File: src/rtl/div_pkg.sv
// Shared constants, types and FSM states for the iterative signed divider.
package div_pkg;
  localparam int unsigned DW   = 32;
  localparam int unsigned QW   = 16;
  localparam int unsigned ITER = 32;
  localparam int unsigned CW   = $clog2(ITER);

  typedef logic [DW-1:0] dword_t;
  typedef logic [QW-1:0] hword_t;
  typedef logic [QW:0]   prem_t;
  typedef logic [CW-1:0] cnt_t;

  typedef enum logic [1:0] {IDLE = 2'd0, CALC = 2'd1, FIX = 2'd2} state_e;

  typedef struct packed {
    hword_t q;
    hword_t r;
    logic   dz;
    logic   ovf;
  } result_t;
endpackage

File: src/rtl/sign_mag.sv
// Two's-complement conditional negate; with neg_i = sign bit it yields |val_i|.
module sign_mag #(
  parameter int unsigned W = 16
) (
  input  logic [W-1:0] val_i,
  input  logic         neg_i,
  output logic [W-1:0] res_o
);
  assign res_o = neg_i ? W'(~val_i + 1'b1) : val_i;
endmodule

File: src/rtl/nr_divider.sv
// Iterative signed 32/16 divider: restoring radix-2 on magnitudes, signs fixed up in a final cycle.
module nr_divider
  import div_pkg::*;
(
  input  logic          clk,
  input  logic          rst_n,
  input  logic          start,
  input  logic [DW-1:0] dividend,
  input  logic [QW-1:0] divisor,
  output logic [QW-1:0] q,
  output logic [QW-1:0] r,
  output logic          busy,
  output logic          done,
  output logic          dz,
  output logic          ovf
);
  state_e  state_q, state_d;
  dword_t  quot_q, quot_d;
  prem_t   prem_q, prem_d;
  hword_t  dvs_q, dvs_d;
  cnt_t    cnt_q, cnt_d;
  logic    qneg_q, qneg_d, rneg_q, rneg_d;
  result_t res_q, res_d;
  logic    busy_q, busy_d, done_q, done_d;

  dword_t  dvd_abs, quot_sgn;
  hword_t  dvs_abs, rem_sgn;
  prem_t   shifted, trial;
  logic    q_ovf;

  sign_mag #(.W(DW)) u_abs_dvd (.val_i(dividend), .neg_i(dividend[DW-1]), .res_o(dvd_abs));
  sign_mag #(.W(QW)) u_abs_dvs (.val_i(divisor), .neg_i(divisor[QW-1]), .res_o(dvs_abs));
  sign_mag #(.W(DW)) u_sgn_quo (.val_i(quot_q), .neg_i(qneg_q), .res_o(quot_sgn));
  sign_mag #(.W(QW)) u_sgn_rem (.val_i(prem_q[QW-1:0]), .neg_i(rneg_q), .res_o(rem_sgn));

  // Negative quotients may reach magnitude 2^15, positive ones only 2^15-1.
  assign q_ovf = qneg_q ? (quot_q > DW'(32'h0000_8000)) : (quot_q > DW'(32'h0000_7FFF));

  always_ff @(posedge clk or negedge rst_n) begin
    if (!rst_n) state_q <= IDLE;
    else        state_q <= state_d;
  end

  always_comb begin
    state_d = state_q;
    unique case (state_q)
      IDLE:    if (start) state_d = (divisor == '0) ? FIX : CALC;
      CALC:    if (cnt_q == CW'(ITER - 1)) state_d = FIX;
      FIX:     state_d = IDLE;
      default: state_d = IDLE;
    endcase
  end

  always_comb begin
    quot_d  = quot_q;
    prem_d  = prem_q;
    dvs_d   = dvs_q;
    cnt_d   = cnt_q;
    qneg_d  = qneg_q;
    rneg_d  = rneg_q;
    res_d   = res_q;
    done_d  = 1'b0;
    busy_d  = (state_d != IDLE);
    // Dividend magnitude shifts out of quot_q MSB-first while quotient bits enter at the LSB.
    shifted = prem_t'({prem_q, quot_q[DW-1]});
    trial   = shifted - {1'b0, dvs_q};
    unique case (state_q)
      IDLE: begin
        if (start) begin
          quot_d = dvd_abs;
          dvs_d  = dvs_abs;
          qneg_d = dividend[DW-1] ^ divisor[QW-1];
          rneg_d = dividend[DW-1];
          prem_d = '0;
          cnt_d  = '0;
        end
      end
      CALC: begin
        cnt_d = cnt_q + 1'b1;
        if (!trial[QW]) begin
          prem_d = trial;
          quot_d = {quot_q[DW-2:0], 1'b1};
        end else begin
          prem_d = shifted;
          quot_d = {quot_q[DW-2:0], 1'b0};
        end
      end
      FIX: begin
        done_d = 1'b1;
        if (dvs_q == '0) begin
          res_d.q   = '0;
          res_d.r   = '0;
          res_d.dz  = 1'b1;
          res_d.ovf = 1'b0;
        end else begin
          res_d.q   = quot_sgn[QW-1:0];
          res_d.r   = rem_sgn;
          res_d.dz  = 1'b0;
          res_d.ovf = q_ovf;
        end
      end
      default: ;
    endcase
  end

  always_ff @(posedge clk or negedge rst_n) begin
    if (!rst_n) begin
      quot_q <= '0;
      prem_q <= '0;
      dvs_q  <= '0;
      cnt_q  <= '0;
      qneg_q <= 1'b0;
      rneg_q <= 1'b0;
      res_q  <= '0;
      busy_q <= 1'b0;
      done_q <= 1'b0;
    end else begin
      quot_q <= quot_d;
      prem_q <= prem_d;
      dvs_q  <= dvs_d;
      cnt_q  <= cnt_d;
      qneg_q <= qneg_d;
      rneg_q <= rneg_d;
      res_q  <= res_d;
      busy_q <= busy_d;
      done_q <= done_d;
    end
  end

  assign q    = res_q.q;
  assign r    = res_q.r;
  assign dz   = res_q.dz;
  assign ovf  = res_q.ovf;
  assign busy = busy_q;
  assign done = done_q;
endmodule
File: config.mk
export PLATFORM = sky130hd
export DESIGN_NAME = nr_divider
export DESIGN_NICKNAME = d
export VERILOG_FILES = /design/src/rtl/div_pkg.sv /design/src/rtl/sign_mag.sv /design/src/rtl/nr_divider.sv
export SDC_FILE = /design/constraint.sdc
export NUM_CORES = 1
export LEC_CHECK = 0
export ABC_CLOCK_PERIOD_IN_PS = 5800
export BUFFER_PORTS_ARGS = -buffer_cell sky130_fd_sc_hd__buf_2
export CAP_MARGIN = 20
export CORE_UTILIZATION = 63
export DETAILED_ROUTE_END_ITERATION = 10
export PLACE_DENSITY = 0.86
export SETUP_SLACK_MARGIN = 0.5
export SYNTH_ARGS = -nofsm -noshare
export SYNTH_HDL_FRONTEND = slang
export SYNTH_SLANG_ARGS = --single-unit
File: constraint.sdc
create_clock -name clk -period 5.8 [get_ports clk]
set_input_delay 0.29 -clock clk [delete_from_list [all_inputs] [get_ports clk]]
set_output_delay 0.29 -clock clk [all_outputs]
set_load 0.02 [all_outputs]
==> impl_metrics.yaml, run 1 <==
detailed_routing:
  route.detailed.drc: 0
  dr.first_iter.drc_count: 392
  routed_wirelength_mm: 14.8
  wl_per_cell_um: 15.7
  via_count: 5668
  drtAntennaViolNets: 0
  via_per_inst: 6.01
  drt-pass1-iter-count: 6
pwr:
  ir_drop_v: 0.000303
  p_leak_nw: 3.33
  powerDensity_nw_per_um2: 568
synth:
  synth-seq-cells: 109
  synthArstFlopShare_pct: 100
  synth.distinct_cells: 54
  synth_edf_count: 0
  yosysWarnings: 0
  yosys.area.top_type_share_pct: 41.4
  synthFlopType: "dfrtp_1"
  syn_nets: 810
  yosysMostFrequentCell: "nand2_1"
  syn_inst: 736
  synthTopCellsByArea: "dfrtp_1, xor2_1, o21ai_0, nand2_1, ha_1"
  seq_area_frac_synth_pct: 41.4
  synth_commonest_cells: "nand2_1, o21ai_0, dfrtp_1"
  syn-cell-area_um2: 6580
  yosysTopAreaCell: "dfrtp_1"
  avgSynthCellArea_um2: 8.95
final_layout:
  seq_area_um2: 2730
  fin_cells: 943
  syn2layout_area_growth_pct: 11.3
  fill_cells: 747
  layout-drive-gt1-share_pct: 14.6
  multi_input_area_um2: 3610
  layout.nets: 879
  final_core_util_pct: 73.6
  diodes: 0
floorplan:
  coreArea_um2: 9950
  start_util_pct: 66.1
  placementRows: 36
  die-width_um: 104
  dieArea_um2: 10900
  io_pins: 87
  die_h_um: 104
worst_setup_path:
  critPathKind: "reg2reg"
  crit_path_max_fanout: 13
  cp.required_ps: 6040
  crit_arrival_ps: 3100
  worstSetupStartpointType: "flip-flop"
  endpoint_kind: "flip-flop"
clock_network:
  cts_tree: "built"
  cts_buffers: 9
  clockBufferDepth: 2
  postCtsResizedCells: 0
  cts_root_buffer: "clkbuf_8"
  clkSinkCount: 109
  clk_transition_reported_paths_ps: 110
  htreeDepth: 3
  clock_insertion_delay_worst_skew_ps: 380
  cts_setup_buffers: 0
run_status:
  outcome: "completed"
timing:
  finalSetupViolCount: 0
  worstMarginPinSlew_ps: 919
  finalHoldViolCount: 0
  skew_ps: 10.9
  drv_slew: 0
  fin_crit_ps: 2860
  relSlewSlack_pct: 38.7
  grt_setup_unrepaired: "false"
  fin_crit_sh_pct: 49.4
  setup_ws_ps: 2940
  fmax_ghz: 0.349
  finalSetupTns_ps: 0
global_route:
  grt_use_total_pct: 28.6
  antenna_found_initial: 0
  grt_pass1_vias: 5374
  use_met2_pct: 46.7
  grt_pass1_wl_mm: 25.4
  grt_max_degree: 61
  overflow: 0
  met1_usage_pct: 39.7
  top_usage_layer: "met2"
  grt_use_met3_pct: 3.13
placed_design:
  place_congestion: 0.919
  port_buffers: 86
  hpwl_mm: 11.2
  place_ws_ps: 2610
  placedCellCount: 925
flow_run:
  maxCapViolCount: 0
min_path:
  hold_path.class: "in2reg"
sequential cells by signal, summed over array words and instances, names as in the netlist:
signal,count
rneg_q,1
ovf,1
q,16
r,16
state_q,2
prem_q,16
quot_q,32
done,1
cnt_q,5
busy,1
dz,1
qneg_q,1
dvs_q,16
cells by family after synthesis:
family	count (synthesis)	share of synthesized area [%]
buffers and inverters	65	3.78
adder cells (fa/ha/maj)	23	4.48
AND/OR/NAND/NOR	218	15.6
flip-flops	109	41.4
XOR/XNOR	85	11.4
multiplexers	18	2.74
AO/OA/AOI/OAI	218	20.6
critical path, cell delays in order (launching register included):
cell and delay (ps):
dfrtp_1 390, inv_1 70, ha_1 220, fa_1 380, nand2b_1 190, a21oi_1 230
o21ai_0 140, nand3_1 140, xor2_2 430, buf_8 230, mux2i_1 220, o21ai_0 90
path summary, 6_finish.rpt:
kind,slack (ps),startpoint,end,cells after the start
max in group asynchronous,4150,rst_n,dvs_q[13],3
max,2940,quot_q[31],prem_q[4],11
min in group asynchronous,440,rst_n,q[9],2
min reg2reg,480,r[10],r[10],2
max reg2reg,2940,quot_q[31],prem_q[4],11
min,210,dividend[30],quot_q[30],3
placed cells by master, fill, tap and decap left out, types with 11 or more instances in the layout:
cell type and n:
o21ai_0 116, mux2i_1 18, inv_1 30, buf_2 85
dfrtp_1 109, a22oi_1 29, a21oi_1 16, xor2_1 72
ha_1 22, o31ai_1 23, nor2_1 22, nand2_1 117
nand3_1 12, xnor2_1 12, nor4_1 11
per-stage QoR:
stage          power, mW  hold WS (ps)  area [um^2]
2_1_floorplan       3.08         -5.59         6580
5_1_grt             4.53           236         7330
6_report            4.16           214         7330
3_5_place_dp        3.64           334         7090
4_1_cts             4.13           203         7310
3_3_place_gp        3.53           328         7090
layout make-up:
| class | count | share of cell area [%] |
|---|---|---|
| multi-input combinational | 562 | 49.3 |
| clock inverter | 7 | 1.23 |
| timing repair buffer | 93 | 6.76 |
| clock buffer | 9 | 1.69 |
| tap | 133 | 2.27 |
| sequential | 109 | 37.2 |
| inverter | 30 | 1.54 |
layer usage:
| layer | share of wire, % | vias to the layer above | wire length, um |
|---|---|---|---|
| met3 | 4.4 | 18 | 644 |
| li1 | - | 2763 | - |
| met1 | 47 | 2710 | 6870 |
| met5 | 0 | - | 0 |
| met2 | 48 | 177 | 7030 |
| met4 | 1.6 | 0 | 229 |
repair_timing:
| action | 4_1_cts | 5_1_grt |
|---|---|---|
| endpoints found under the setup margin | 0 | 0 |
| hold endpoints to repair | 49 | 0 |
| hold buffers | 1 | 0 |
power by group:
part / internal (mW) / leakage (nW) / total (mW) / switching [mW]
sequential: 1.07 / 1.30 / 1.44 / 0.366
clock: 0.210 / 0.108 / 0.487 / 0.278
combinational: 0.966 / 1.92 / 2.24 / 1.27
Note: power is estimated with default switching activity, not from simulation.
==> run 2, diff against run 1 <==
ABC_CLOCK_PERIOD_IN_PS = 2300   (was 5800)
CORE_UTILIZATION = 53   (was 63)
PLACE_DENSITY = 0.77   (was 0.86)
clock period = 2.3 ns   (was 5.8 ns; I/O delays follow)
==> run 2 against run 1 <==
Net effect:
- the flow now finishes with violations (setup timing)
- power rose to 3.4 times the previous value
- sequential share of layout area shrank 5.8 points
- global-route usage fell by 0.39 points
- hold slack got worse by 140 ps
- flip-flop and latch count is the same
- register-to-register slack worse by 3100 ps
- die area rose by 18%
- combinational power increased to 4.0 times the previous value
- critical endpoint is now prem_q[6]
- highest routed layer unchanged
==> impl_metrics.yaml, run 2 (synthesis gave the netlist of run 1 again) <==
final_layout:
  layout.nets: 944
  final_core_util_pct: 72.2
  regMostFlops: "quot_q"
  fill_cells: 863
  multi_input_area_um2: 4190
  final_cell_mix: "nand2_1, dfrtp_1, o21ai_0"
  seq_area_um2: 2730
  postLayoutCellArea_um2: 8700
  diodes: 0
  syn2layout_area_growth_pct: 32.2
  largest_reg_flops: 32
  final_common_cell: "nand2_1"
  layout-drive-gt1-share_pct: 30.3
detailed_routing:
  route.detailed.drc: 0
  dr.first_iter.drc_count: 536
  via_count: 6207
  drt-pass1-iter-count: 7
  drtAntennaViolNets: 0
  routed_wirelength_mm: 18.8
  wl_per_cell_um: 18.0
  via_per_inst: 5.95
clock_network:
  clockBufferDepth: 2
  clk_transition_reported_paths_ps: 80
  clkSinkCount: 109
  cts_buffers: 9
  clock_insertion_delay_worst_skew_ps: 350
  cts_root_buffer: "clkbuf_16"
  htreeDepth: 3
  cts_tree: "built"
timing:
  worstMarginPinSlew_ps: 861
  fin_crit_sh_pct: 107
  drv_slew: 0
  fmax_ghz: 0.405
  fin_crit_ps: 2470
  finalHoldViolCount: 0
  skew_ps: 8.44
  finalSetupViolCount: 16
  grt_setup_unrepaired: "true"
  setup_ws_ps: -167
  relSlewSlack_pct: 42.6
placed_design:
  place_congestion: 0.919
  hpwl_mm: 11.9
  place_area_um2: 7510
  port_buffers: 86
pwr:
  seqPwrFrac_pct: 25.5
  p_sw_mw: 6.35
  internal_power_mw: 7.92
  pwr-share-comb_pct: 63.0
  pwr-share-clk_pct: 11.6
  p_leak_nw: 3.84
  swShare_pct: 44.5
  ir_drop_v: 0.000749
  powerDensity_nw_per_um2: 1640
global_route:
  antenna_found_initial: 0
  grt_use_total_pct: 28.2
  grt_pass1_wl_mm: 29.0
  overflow: 0
  grt_max_degree: 58
  grt_pass1_vias: 5936
worst_setup_path:
  endpoint_kind: "flip-flop"
  crit_arrival_ps: 2680
  cp.required_ps: 2510
  critPathKind: "reg2reg"
  crit_path_max_fanout: 5
  worstSetupStartpointType: "flip-flop"
floorplan:
  io_pins: 87
  start_util_pct: 54.6
  die-width_um: 113
  dieArea_um2: 12900
  placementRows: 40
  die_h_um: 113
  coreArea_um2: 12100
run_status:
  violations: "setup timing"
  outcome: "finished, violations left"
flow_run:
  maxCapViolCount: 0
min_path:
  hold_path.class: "in2reg"
[run 2: cell types whose count changed in the layout (fill, tap and decap cells not counted), sizes merged]
cell / previous run / this run
buf: 92 / 157
clkbuf: 9 / 10
clkinv: 3 / 2
clkinvlp: 0 / 1
inv: 33 / 32
[run 2: worst max-delay path: stages, from the launching register on]
cell and delay, ps:
dfrtp_1 390, inv_2 130, fa_2 410, nand2b_4 160, a21oi_4 170, o21ai_2 70
nand3_2 120, xor2_4 220, buf_6 170, buf_16 140, mux2i_4 250, o21ai_2 70
[run 2: area by class of cell]
| class | count | area share [%] |
|---|---|---|
| flip-flops and latches | 109 | 31.4 |
| multi-input cells | 562 | 48.2 |
| inverters | 30 | 1.35 |
| clock buffers | 10 | 2.75 |
| well taps | 168 | 2.41 |
| clock inverters | 6 | 0.862 |
| repair buffers | 158 | 13.1 |
[run 2: power by group through the flow]
stage / Clock, mW / Sequential, mW / Combinational [mW]
floorplan: 0 / 3.50 / 4.53
global placement: 0 / 3.45 / 6.14
detailed placement: 0 / 3.51 / 6.40
CTS: 1.65 / 3.52 / 7.72
global route: 1.72 / 3.71 / 9.56
finish: 1.65 / 3.63 / 8.98
[run 2: per-stage QoR]
stage | worst slack [ps] | instances | power, mW | hold WS, ps | TNS [ps]
after floorplan | 4.61 | 736 | 8.03 | -181 | 0
after global placement | -60.8 | 989 | 9.59 | 201 | -60.8
after detailed placement | -152 | 989 | 9.91 | 198 | -238
after CTS | -18.3 | 1028 | 12.9 | 73.0 | -106
after global routing | -262 | 1043 | 15.0 | 79.1 | -3420
final | -167 | 1043 | 14.3 | 69.4 | -1440
[run 2: final timing paths]
path                              start         end  slack (ps)  cells past startpoint
setup / recovery              prem_q[0]   prem_q[6]        -170                     11
hold / removal             dividend[24]  quot_q[24]          70                      3
setup reg to reg              prem_q[0]   prem_q[6]        -170                     11
hold reg to reg                   q[11]       q[11]         470                      2
max in group asynchronous         rst_n  prem_q[11]        1150                      3
min in group asynchronous         rst_n  quot_q[28]         350                      2
[run 2: what timing repair did]
action	4_1_cts	5_1_grt
hold buffers	1	0
buffers inserted	19	15
setup endpoints to repair	36	69
pin swaps	32	38
gates cloned	3	0
endpoints found under the hold margin	54	0
resized for setup	71	61
[run 2: metal layers]
layer	GRT usage, %	vias to the layer above	part of all wire (%)
li1	-	2899	-
met4	8.77	0	2.2
met2	48.2	243	50
met5	0	-	0
met3	4.62	44	5.2
met1	36.9	3021	43
==> run 3, diff against run 2 <==
ABC_AREA = 1   (was unset)
CORE_UTILIZATION = 54   (was 53)
PLACE_DENSITY = 0.78   (was 0.77)
==> run 3 against run 2 <==
Net effect:
- the run now ends clean
- largest cell class unchanged
- highest routed layer unchanged
- utilization is 5.0 points lower
- wire length is 15% higher
- synthesized cell count is 49% higher
- critical path depth is 4 higher
- synthesized area is 15% higher
==> impl_metrics.yaml, run 3 <==
clock_network:
  clock_insertion_delay_worst_skew_ps: 360
  clockBufferDepth: 2
  cts_root_buffer: "clkbuf_16"
  clk_transition_reported_paths_ps: 80
  clkSinkCount: 109
  htreeDepth: 3
  cts_tree: "built"
  cts_buffers: 9
timing:
  worstMarginPinSlew_ps: 678
  drv_slew: 0
  fmax_ghz: 0.473
  fin_crit_sh_pct: 91.8
  grt_setup_unrepaired: "true"
  skew_ps: 12.4
  fin_hold_ws_ps: 46.4
  relSlewSlack_pct: 54.8
  finalHoldViolCount: 0
  finalSetupTns_ps: 0
  fin_crit_ps: 2110
  finalSetupViolCount: 0
worst_setup_path:
  worstSetupStartpointType: "flip-flop"
  critPathKind: "reg2reg"
  crit_arrival_ps: 2350
  crit_path_max_fanout: 8
  endpoint_kind: "flip-flop"
  cp.required_ps: 2540
final_layout:
  fill_cells: 1211
  largest_reg_flops: 32
  syn2layout_area_growth_pct: 19.3
  diodes: 0
  regMostFlops: "quot_q"
  seq_area_um2: 2730
  final_common_cell: "nand2_1"
  layout-drive-gt1-share_pct: 18.3
  final_cell_mix: "nand2_1, inv_1, dfrtp_1"
  layout.nets: 1271
  multi_input_area_um2: 4520
  final_core_util_pct: 67.1
synth:
  synthFlopType: "dfrtp_1"
  yosysWarnings: 0
  seq_area_frac_synth_pct: 36.0
  avgSynthCellArea_um2: 6.91
  syn-cell-area_um2: 7570
  syn_nets: 1170
  synth-seq-cells: 109
  yosysMostFrequentCell: "nand2_1"
  synth_compound_area_share_pct: 12.5
  synthSimpleGateAreaFrac_pct: 34.5
  synth_edf_count: 0
  yosys.area.top_type_share_pct: 36.0
  synth_commonest_cells: "nand2_1, inv_1, dfrtp_1"
  muxShareOfSynthArea_pct: 0
  syn_inst: 1096
  synthArstFlopShare_pct: 100
  yosysTopAreaCell: "dfrtp_1"
  synthTopCellsByArea: "dfrtp_1, nand2_1, inv_1, nand3_1, o21ai_0"
  synthAdderAreaFrac_pct: 3.90
  synth.distinct_cells: 44
  synth_top_family_by_area: "simple AND/OR/NAND/NOR gates"
  synth_xor_area_share_pct: 3.93
pwr:
  pwr-share-comb_pct: 61.5
  p_leak_nw: 4.68
  pwr-share-clk_pct: 12.2
  seqPwrFrac_pct: 26.3
  internal_power_mw: 6.86
  ir_drop_v: 0.000608
  swShare_pct: 50.3
  powerDensity_nw_per_um2: 1530
  p_sw_mw: 6.95
floorplan:
  dieArea_um2: 14500
  placementRows: 42
  start_util_pct: 56.3
  die_h_um: 120
  coreArea_um2: 13500
  io_pins: 87
  die-width_um: 120
detailed_routing:
  via_per_inst: 5.62
  wl_per_cell_um: 15.6
  routed_wirelength_mm: 21.5
  via_count: 7739
  route.detailed.drc: 0
  drt-pass1-iter-count: 7
  dr.first_iter.drc_count: 688
  drtAntennaViolNets: 0
run_status:
  outcome: "completed"
global_route:
  antenna_found_initial: 0
  overflow: 0
  grt_pass1_wl_mm: 34.1
  grt_pass1_vias: 7065
  grt_max_degree: 58
  grt_use_total_pct: 29.8
flow_run:
  maxCapViolCount: 0
placed_design:
  place_congestion: 0.965
  port_buffers: 86
  hpwl_mm: 15.3
min_path:
  hold_path.class: "in2reg"
[run 3: changes by cell type after synthesis, moves of 19 or more]
cell	previous run	this run
nor2_1	23	85
nand2_1	117	324
o31ai_1	23	4
xor2_1	72	31
inv_1	30	142
nand3_1	12	103
o21ai_0	116	86
[run 3: per-stage QoR]
step / cells / total power [mW] / area (um^2) / worst slack [ps]
global placement: 1340 / 10.5 / 8240 / 274
finish: 1378 / 13.8 / 9030 / 188
detailed placement: 1340 / 10.7 / 8240 / 191
global route: 1378 / 14.9 / 9030 / 88.9
CTS: 1368 / 13.0 / 8780 / 267
floorplan: 1096 / 8.85 / 7600 / 426
[run 3: cell families (layout without fill, tap and decap cells)]
| family | Yosys count | after routing |
|---|---|---|
| xor+xnor | 34 | 34 |
| simple gates | 588 | 594 |
| flops | 109 | 109 |
| buf+inv | 179 | 279 |
| compound gates | 163 | 163 |
| fa+ha+maj | 23 | 23 |
[run 3: power by group through the flow]
stage | registers [mW] | clock network (mW) | logic [mW]
floorplan | 3.52 | 0 | 5.32
global placement | 3.50 | 0 | 7.00
detailed placement | 3.52 | 0 | 7.17
CTS | 3.54 | 1.69 | 7.77
global route | 3.72 | 1.76 | 9.38
finish | 3.63 | 1.68 | 8.49
[run 3: critical path, stage by stage (launching register included)]
cell and delay [ps]:
dfrtp_1 380, inv_2 70, ha_4 160, fa_2 370, inv_2 60, nand2_2 50
nand2_4 90, nand3_4 90, nand2_4 120, nand2_8 80, nand2_8 120, nand2_8 90
nand2_8 120, nand2_1 50, nand3_1 70, nand2_1 80
[run 3: final timing paths]
| path | depth (start not counted) | startpoint | endpoint | slack [ps] |
|---|---|---|---|---|
| worst min register to register | 2 | r[2] | r[2] | 480 |
| worst min-delay path | 4 | dividend[28] | quot_q[28] | 50 |
| max in group asynchronous | 3 | rst_n | prem_q[3] | 1400 |
| min in group asynchronous | 2 | rst_n | prem_q[6] | 190 |
| worst max-delay path | 15 | quot_q[31] | prem_q[8] | 190 |
| worst max register to register | 15 | quot_q[31] | prem_q[8] | 190 |
[run 3: repair_timing]
item / 4_1_cts / 5_1_grt
hold buffers: 1 / 0
hold endpoints to repair: 21 / 0
gates cloned: 4 / 2
gates resized for setup: 20 / 43
buffers inserted: 7 / 8
setup endpoints to repair: 55 / 46
pin swaps: 5 / 18
[run 3: final cells by class]
class	count	share of cell area, %
clock inverter	6	0.914
inverter	148	6.15
timing repair buffer	115	7.54
multi-input combinational	814	50.1
clock buffer	10	2.65
sequential	109	30.2
tap	176	2.44
[run 3: per-layer routing]
metal	global-route usage [%]	part of all wire, %	vias to the layer above
li1	-	-	3778
met1	42.2	45	3617
met2	46.8	46	312
met3	4.62	7.1	32
met4	9.49	1.9	0
met5	0	0	-
